==> src/rtl/mem_arbiter_if.sv <==
// Requester-side port of the memory arbiter: one request/grant channel plus its
// registered read response.
interface mem_arbiter_if;
    logic        req;
    logic [31:0] addr;
    logic [31:0] wdata;
    logic [3:0]  wmask;
    logic        lock;
    logic        gnt;
    logic        rvalid;
    logic [31:0] rdata;
    logic        err;

    modport master (
        output req, addr, wdata, wmask, lock,
        input  gnt, rvalid, rdata, err
    );

    modport slave (
        input  req, addr, wdata, wmask, lock,
        output gnt, rvalid, rdata, err
    );
endinterface

==> src/rtl/mem_arbiter.sv <==
// Two-port round-robin arbiter in front of a single-ported unified memory.
// Supports a bounded burst lock, flags out-of-range word addresses and returns
// a per-port response one cycle behind the grant.
module mem_arbiter #(
    parameter int unsigned MEM_WORDS = 1536,
    parameter int unsigned MAX_HOLD  = 16
) (
    input  logic          clk,
    input  logic          reset,
    mem_arbiter_if.slave  m0,
    mem_arbiter_if.slave  m1,
    output logic          mem_rstrb,
    output logic [31:0]   mem_addr,
    output logic [31:0]   mem_wdata,
    output logic [3:0]    mem_wmask,
    input  logic [31:0]   mem_rdata
);
    localparam int unsigned HoldW = $clog2(MAX_HOLD + 1);

    logic             last_gnt_q;
    logic             lock_valid_q, lock_valid_d;
    logic             lock_owner_q, lock_owner_d;
    logic [HoldW-1:0] hold_cnt_q, hold_cnt_d;
    logic             resp_valid_q, resp_owner_q, resp_err_q, err_pend_q;
    logic [31:0]      addr_q, wdata_q;

    logic [1:0]  req;
    logic        gnt_any, sel;
    logic [31:0] sel_addr, sel_wdata;
    logic [3:0]  sel_wmask;
    logic        sel_lock, sel_read, in_range, other_req;

    assign req = {m1.req, m0.req};

    // Pick the winner from registered state; nothing is granted while in reset.
    always_comb begin
        gnt_any = 1'b0;
        sel     = 1'b0;
        if (!reset) begin
            if (req == 2'b01) begin
                gnt_any = 1'b1;
                sel     = 1'b0;
            end else if (req == 2'b10) begin
                gnt_any = 1'b1;
                sel     = 1'b1;
            end else if (req == 2'b11) begin
                gnt_any = 1'b1;
                if (lock_valid_q && (hold_cnt_q < HoldW'(MAX_HOLD))) begin
                    sel = lock_owner_q;
                end else begin
                    sel = ~last_gnt_q;
                end
            end
        end
    end

    assign sel_addr  = sel ? m1.addr  : m0.addr;
    assign sel_wdata = sel ? m1.wdata : m0.wdata;
    assign sel_wmask = sel ? m1.wmask : m0.wmask;
    assign sel_lock  = sel ? m1.lock  : m0.lock;
    assign other_req = sel ? req[0]   : req[1];
    assign sel_read  = (sel_wmask == 4'b0000);
    assign in_range  = (sel_addr[31:2] < 30'(MEM_WORDS));

    assign m0.gnt = gnt_any & ~sel;
    assign m1.gnt = gnt_any & sel;

    // Out-of-range accesses are still granted but never touch the memory.
    assign mem_rstrb = gnt_any & in_range & sel_read;
    assign mem_wmask = (gnt_any && in_range) ? sel_wmask : 4'b0000;
    assign mem_addr  = reset ? 32'h0 : (gnt_any ? sel_addr : addr_q);
    assign mem_wdata = reset ? 32'h0 : (gnt_any ? sel_wdata : wdata_q);

    // Responses are masked during reset so an in-flight access is dropped.
    assign m0.rvalid = ~reset & resp_valid_q & ~resp_owner_q;
    assign m1.rvalid = ~reset & resp_valid_q & resp_owner_q;
    assign m0.err    = ~reset & err_pend_q & resp_err_q & ~resp_owner_q;
    assign m1.err    = ~reset & err_pend_q & resp_err_q & resp_owner_q;
    assign m0.rdata  = (m0.rvalid && !resp_err_q) ? mem_rdata : 32'h0;
    assign m1.rdata  = (m1.rvalid && !resp_err_q) ? mem_rdata : 32'h0;

    // Lock ownership and hold counter: the lock survives only while its owner
    // keeps winning with lock asserted; hold_cnt counts wins under contention.
    always_comb begin
        lock_valid_d = 1'b0;
        lock_owner_d = lock_owner_q;
        hold_cnt_d   = '0;
        if (gnt_any && sel_lock) begin
            lock_valid_d = 1'b1;
            lock_owner_d = sel;
            if (!other_req) begin
                hold_cnt_d = '0;
            end else if (lock_valid_q && (lock_owner_q == sel)) begin
                hold_cnt_d = hold_cnt_q + 1'b1;
            end else begin
                hold_cnt_d = HoldW'(1);
            end
        end
    end

    // Arbitration history, hold address/data and the one-deep response stage.
    always_ff @(posedge clk) begin
        if (reset) begin
            last_gnt_q   <= 1'b1;
            lock_valid_q <= 1'b0;
            lock_owner_q <= 1'b0;
            hold_cnt_q   <= '0;
            resp_valid_q <= 1'b0;
            resp_owner_q <= 1'b0;
            resp_err_q   <= 1'b0;
            err_pend_q   <= 1'b0;
            addr_q       <= 32'h0;
            wdata_q      <= 32'h0;
        end else begin
            lock_valid_q <= lock_valid_d;
            lock_owner_q <= lock_owner_d;
            hold_cnt_q   <= hold_cnt_d;
            if (gnt_any) begin
                last_gnt_q   <= sel;
                addr_q       <= sel_addr;
                wdata_q      <= sel_wdata;
                resp_valid_q <= sel_read;
                resp_owner_q <= sel;
                resp_err_q   <= ~in_range;
                err_pend_q   <= 1'b1;
            end else begin
                resp_valid_q <= 1'b0;
                resp_owner_q <= 1'b0;
                resp_err_q   <= 1'b0;
                err_pend_q   <= 1'b0;
            end
        end
    end
endmodule

==> src/flat_wrapper.sv <==
// flat-port wrapper written by rule: the top's interface ports become plain ports
module mem_arbiter_flat 
#(
    parameter int unsigned MEM_WORDS = 1536,
    parameter int unsigned MAX_HOLD  = 16
)
  (clk, reset, mem_rstrb, mem_addr, mem_wdata, mem_wmask, mem_rdata, m0_req, m0_addr, m0_wdata, m0_wmask, m0_lock, m0_gnt, m0_rvalid, m0_rdata, m0_err, m1_req, m1_addr, m1_wdata, m1_wmask, m1_lock, m1_gnt, m1_rvalid, m1_rdata, m1_err);
  mem_arbiter_if m0_i ();
  mem_arbiter_if m1_i ();
  input  logic clk;
  input  logic reset;
  output logic mem_rstrb;
  output logic [31:0] mem_addr;
  output logic [31:0] mem_wdata;
  output logic [3:0] mem_wmask;
  input  logic [31:0] mem_rdata;
  input wire logic [$bits(m0_i.req)-1:0] m0_req;
  input wire logic [$bits(m0_i.addr)-1:0] m0_addr;
  input wire logic [$bits(m0_i.wdata)-1:0] m0_wdata;
  input wire logic [$bits(m0_i.wmask)-1:0] m0_wmask;
  input wire logic [$bits(m0_i.lock)-1:0] m0_lock;
  output wire logic [$bits(m0_i.gnt)-1:0] m0_gnt;
  output wire logic [$bits(m0_i.rvalid)-1:0] m0_rvalid;
  output wire logic [$bits(m0_i.rdata)-1:0] m0_rdata;
  output wire logic [$bits(m0_i.err)-1:0] m0_err;
  input wire logic [$bits(m1_i.req)-1:0] m1_req;
  input wire logic [$bits(m1_i.addr)-1:0] m1_addr;
  input wire logic [$bits(m1_i.wdata)-1:0] m1_wdata;
  input wire logic [$bits(m1_i.wmask)-1:0] m1_wmask;
  input wire logic [$bits(m1_i.lock)-1:0] m1_lock;
  output wire logic [$bits(m1_i.gnt)-1:0] m1_gnt;
  output wire logic [$bits(m1_i.rvalid)-1:0] m1_rvalid;
  output wire logic [$bits(m1_i.rdata)-1:0] m1_rdata;
  output wire logic [$bits(m1_i.err)-1:0] m1_err;
  assign m0_i.req = m0_req;
  assign m0_i.addr = m0_addr;
  assign m0_i.wdata = m0_wdata;
  assign m0_i.wmask = m0_wmask;
  assign m0_i.lock = m0_lock;
  assign m0_gnt = m0_i.gnt;
  assign m0_rvalid = m0_i.rvalid;
  assign m0_rdata = m0_i.rdata;
  assign m0_err = m0_i.err;
  assign m1_i.req = m1_req;
  assign m1_i.addr = m1_addr;
  assign m1_i.wdata = m1_wdata;
  assign m1_i.wmask = m1_wmask;
  assign m1_i.lock = m1_lock;
  assign m1_gnt = m1_i.gnt;
  assign m1_rvalid = m1_i.rvalid;
  assign m1_rdata = m1_i.rdata;
  assign m1_err = m1_i.err;
  mem_arbiter #(.MEM_WORDS(MEM_WORDS), .MAX_HOLD(MAX_HOLD)) u_core (.clk(clk), .reset(reset), .m0(m0_i), .m1(m1_i), .mem_rstrb(mem_rstrb), .mem_addr(mem_addr), .mem_wdata(mem_wdata), .mem_wmask(mem_wmask), .mem_rdata(mem_rdata));
endmodule
==> config.mk <==
export PLATFORM = sky130hd
export DESIGN_NAME = mem_arbiter_flat
export DESIGN_NICKNAME = d
export VERILOG_FILES = /design/src/rtl/mem_arbiter_if.sv /design/src/rtl/mem_arbiter.sv /design/src/flat_wrapper.sv
export SDC_FILE = /design/constraint.sdc
export NUM_CORES = 1
export LEC_CHECK = 0
export BUFFER_PORTS_ARGS = -buffer_cell sky130_fd_sc_hd__clkbuf_2
export CAP_MARGIN = 20
export CORE_ASPECT_RATIO = 1.75
export CORE_MARGIN = 1.5
export CORE_UTILIZATION = 28
export CTS_BUF_LIST = sky130_fd_sc_hd__clkbuf_16
export CTS_CLUSTER_SIZE = 28
export DETAILED_ROUTE_END_ITERATION = 10
export PLACE_DENSITY = 0.67
export SLEW_MARGIN = 20
export SYNTH_ARGS = -nofsm -noshare
export SYNTH_HDL_FRONTEND = slang
export SYNTH_SLANG_ARGS = --single-unit
==> constraint.sdc <==
create_clock -name clk -period 2.06 [get_ports clk]
set_input_delay 0.206 -clock clk [delete_from_list [all_inputs] [get_ports clk]]
set_output_delay 0.206 -clock clk [all_outputs]
set_load 0.03 [all_outputs]
==> impl_metrics.ini <==
[clocking]
clkTransAtPathRegs_ns = 0.06
cts_tree = yes
clk_path_buf_depth = 2
htree_num_levels = 3
root_buffer = clkbuf_16
cts_made_buffers = 9
worst_skew_pair.late_latency_ns = 0.34
cts.sinks = 76

[yosys]
syn_inst = 505
synthDistinctLibCells = 45
netlist_area_um2 = 4165
synth.yosys.seq_area_share = 0.3653
syn_nets = 680
syn-mean-instance-area_um2 = 8.248
yosys_warnings = 0
ys_ff_latch = 76

[route]
wire_per_inst_um = 19.08
dr.first_iter.drc_count = 203
drt-total-wl_mm = 19.45
antenna_left = 0
via_count = 5607
firstDrtPassIters = 5
viasPerCell = 5.502
drc = 0

[sta]
fin_crit_sh = 1.089
slew_violations = 0
period_minus_slack_ns = 2.244
fmax_ghz = 0.4457
layout_setup_ws_ns = -0.1839
hold_violations = 0
relSlewSlack = 0.5469
worst_pin_slew_ns = 0.6797
setup_violations = 68
rsz0062_at_grt = yes
finalClockSkew_ns = 0.008291

[finish]
multiInputGateArea_um2 = 2924
post_layout_nonfiller_instances = 1019
layout-drive-gt1-share = 0.5955
area_growth_pct = 84.65
nFillCells = 1344
nNetsFinal = 1008
seq_area_um2 = 1531

[power_and_ir_drop]
leakagePower_uw = 0.003409
peakVddDrop_mv = 0.4633
power_density_nw_per_um2 = 598.2

[die]
die_w_um = 95.20
ios = 313
coreArea_um2 = 14440
rows = 58
die-area_um2 = 15650
die_h_um = 164.3
initial_core_util = 0.2884

[place]
globalplace.congestion = 0.8652
dp.final_hpwl_mm = 13.41
io_buffers = 312
dp_slack_ns = 0.04295
dp_cells = 971

[setup_path]
rr_worst_depth = 9
critPathRequiredTime_ns = 1.85
r2r-start = u_core.hold_cnt_q[4]
crit_chain = or3b_4, o211ai_4, buf_12, nand4_1, a22oi_2, clkbuf_8
critPathMaxFanout = 6
setup.worst_path.end_class = primary output
reg2reg_slack_ns = 0.18
crit_slowest_cell = or3b_4
cpPeakStageDelay_ns = 0.40
rr_endpoint = u_core.hold_cnt_q[1]
critPathKind = reg2out
critPathArrivalTime_ns = 2.04
cp-start-kind = register
startpoint = u_core.hold_cnt_q[4]

[global_route]
grt_pass1_vias = 5582
grt_usage = 0.2352
grt_antenna_before_repair = 3
grt_max_degree = 45
grt_pass1_wl_mm = 28.27
grt_overflow = 0

[flow_run]
maxCapViolCount = 0

[outcome]
outcome = complete, but fails checks
violations = setup timing

[worst_hold_path]
min_to = u_core.wdata_q[11]
hold_depth = 3
holdCritStartpoint = m0_wdata[11]
hold_class = in2reg
-- worst max-delay path by stage --
| stage | endpoint | slack, ns |
|---|---|---|
| 6_report | mem_rstrb | -0.18 |
| 5_1_grt | mem_addr[1] | -0.23 |
| 4_1_cts | mem_addr[18] | -0.16 |
| 3_5_place_dp | mem_rstrb | 0.04 |
| 3_3_place_gp | mem_addr[14] | 0.09 |
| 2_1_floorplan | u_core.addr_q[23] | -0.06 |
-- per-stage QoR --
step                hold slack [ns]  power (µW)  utilization  area, µm²  setup TNS (ns)
finish                       0.1253        4601       0.5326       7691          -7.733
detailed placement           0.4870        2688       0.4180       6036               0
CTS                          0.1078        4532       0.5123       7398          -7.425
global placement             0.4823        2680       0.4180       6036               0
floorplan                    0.3675        2269            -       4252         -0.9076
global route                 0.1255        4776       0.5326       7691          -12.22
-- layer usage --
layer / track usage / routed length [µm] / up-vias
li1: - / - / 2582
met1: 0.2301 / 6400 / 2631
met2: 0.4355 / 10370 / 329
met3: 0.06296 / 1787 / 65
met4: 0.1242 / 891 / 0
met5: 0 / 0 / -
-- flip-flops by register name (all words and copies together), names as in the netlist --
| name | count |
|---|---|
| u_core.last_gnt_q | 1 |
| u_core.lock_valid_q | 1 |
| u_core.lock_owner_q | 1 |
| u_core.wdata_q | 32 |
| u_core.hold_cnt_q | 5 |
| u_core.resp_owner_q | 1 |
| u_core.resp_err_q | 1 |
| u_core.addr_q | 32 |
| u_core.err_pend_q | 1 |
| u_core.resp_valid_q | 1 |
-- synth_stat cells (all sizes together) --
master | number | area (µm²)
ha | 1 | 12.51
and4 | 2 | 17.52
o2111ai | 4 | 35.03
xor2 | 1 | 8.760
nor4 | 7 | 43.79
or2 | 1 | 6.260
nor2b | 5 | 38.78
nor3 | 4 | 20.02
nand2b | 2 | 12.51
nor2 | 26 | 97.59
a32oi | 42 | 367.9
or4 | 2 | 15.01
nand4 | 7 | 43.79
a211oi | 1 | 7.510
xnor2 | 2 | 17.52
or3b | 1 | 8.760
o21ai | 27 | 135.1
buf | 25 | 195.2
a311oi | 22 | 192.7
nand2 | 4 | 15.01
and3b | 1 | 8.760
clkinv | 1 | 3.750
a22oi | 1 | 7.510
clkbuf | 29 | 108.9
dfxtp | 76 | 1521
and3 | 1 | 6.260
inv | 3 | 11.26
or3 | 1 | 6.260
nand3 | 68 | 340.3
nor3b | 6 | 45.04
a41oi | 1 | 8.760
nand3b | 1 | 7.510
o211ai | 7 | 71.32
o211a | 3 | 37.54
and2 | 65 | 406.6
a21oi | 55 | 282.8
-- cells by family after synthesis --
family	after synthesis	synth area share
adder cells (fa/ha/maj)	1	0.003003
XOR/XNOR	3	0.006309
flip-flops	76	0.3653
buffers and inverters	58	0.07660
AND/OR/NAND/NOR	204	0.2737
AO/OA/AOI/OAI	163	0.2752
-- layout by cell type, fill, tap and decap left out, types with 3 or more instances in the layout --
master       n
and2_1      65
o21ai_0     21
nand2_1      4
nand3_1     55
clkbuf_2   240
inv_1        3
clkbuf_8    48
buf_12      12
a32oi_2      8
a21oi_2     47
a21oi_1      7
nand4_1      7
buf_6       17
inv_6        3
nor2_1      24
buf_4       47
clkbuf_16    9
dfxtp_1     72
nor3b_1      5
a311oi_2    22
nor2b_1      4
o21ai_2      4
nor4_1       7
o211ai_1     5
nor3_1       4
o2111ai_4    3
nand3_2     13
a32oi_1     34
o211a_4      4
-- critical path, delay by kind of cell (launching register included) --
family                 cells  cell delay, ns
and+or+nand+nor            2            0.54
buffers and inverters      2            0.37
DFF                        1            0.36
AOI/OAI and AO/OA          2            0.43
-- report_power, final --
group          internal (µW)  total, µW  switching [µW]
sequential              1580       1620            40.1
clock                    838       1550             708
combinational            640       1440             798
-- repair_timing --
item	4_1_cts	5_1_grt
endpoints found under the setup margin	71	71
pin swaps	22	46
setup buffers	16	11
gates cloned	4	0
hold buffers	0	0
endpoints found under the hold margin	0	0
resized for setup	211	60
-- area by class of cell --
cell class | count | area share
multi-input cells | 374 | 0.3802
repair buffers | 368 | 0.3522
flip-flops and latches | 76 | 0.1991
clock buffers | 9 | 0.02928
well taps | 180 | 0.02928
clock inverters | 7 | 0.007646
inverters | 4 | 0.001952
diodes | 1 | 0.0003254
No activity file was read; power rests on OpenSTA's default activity.
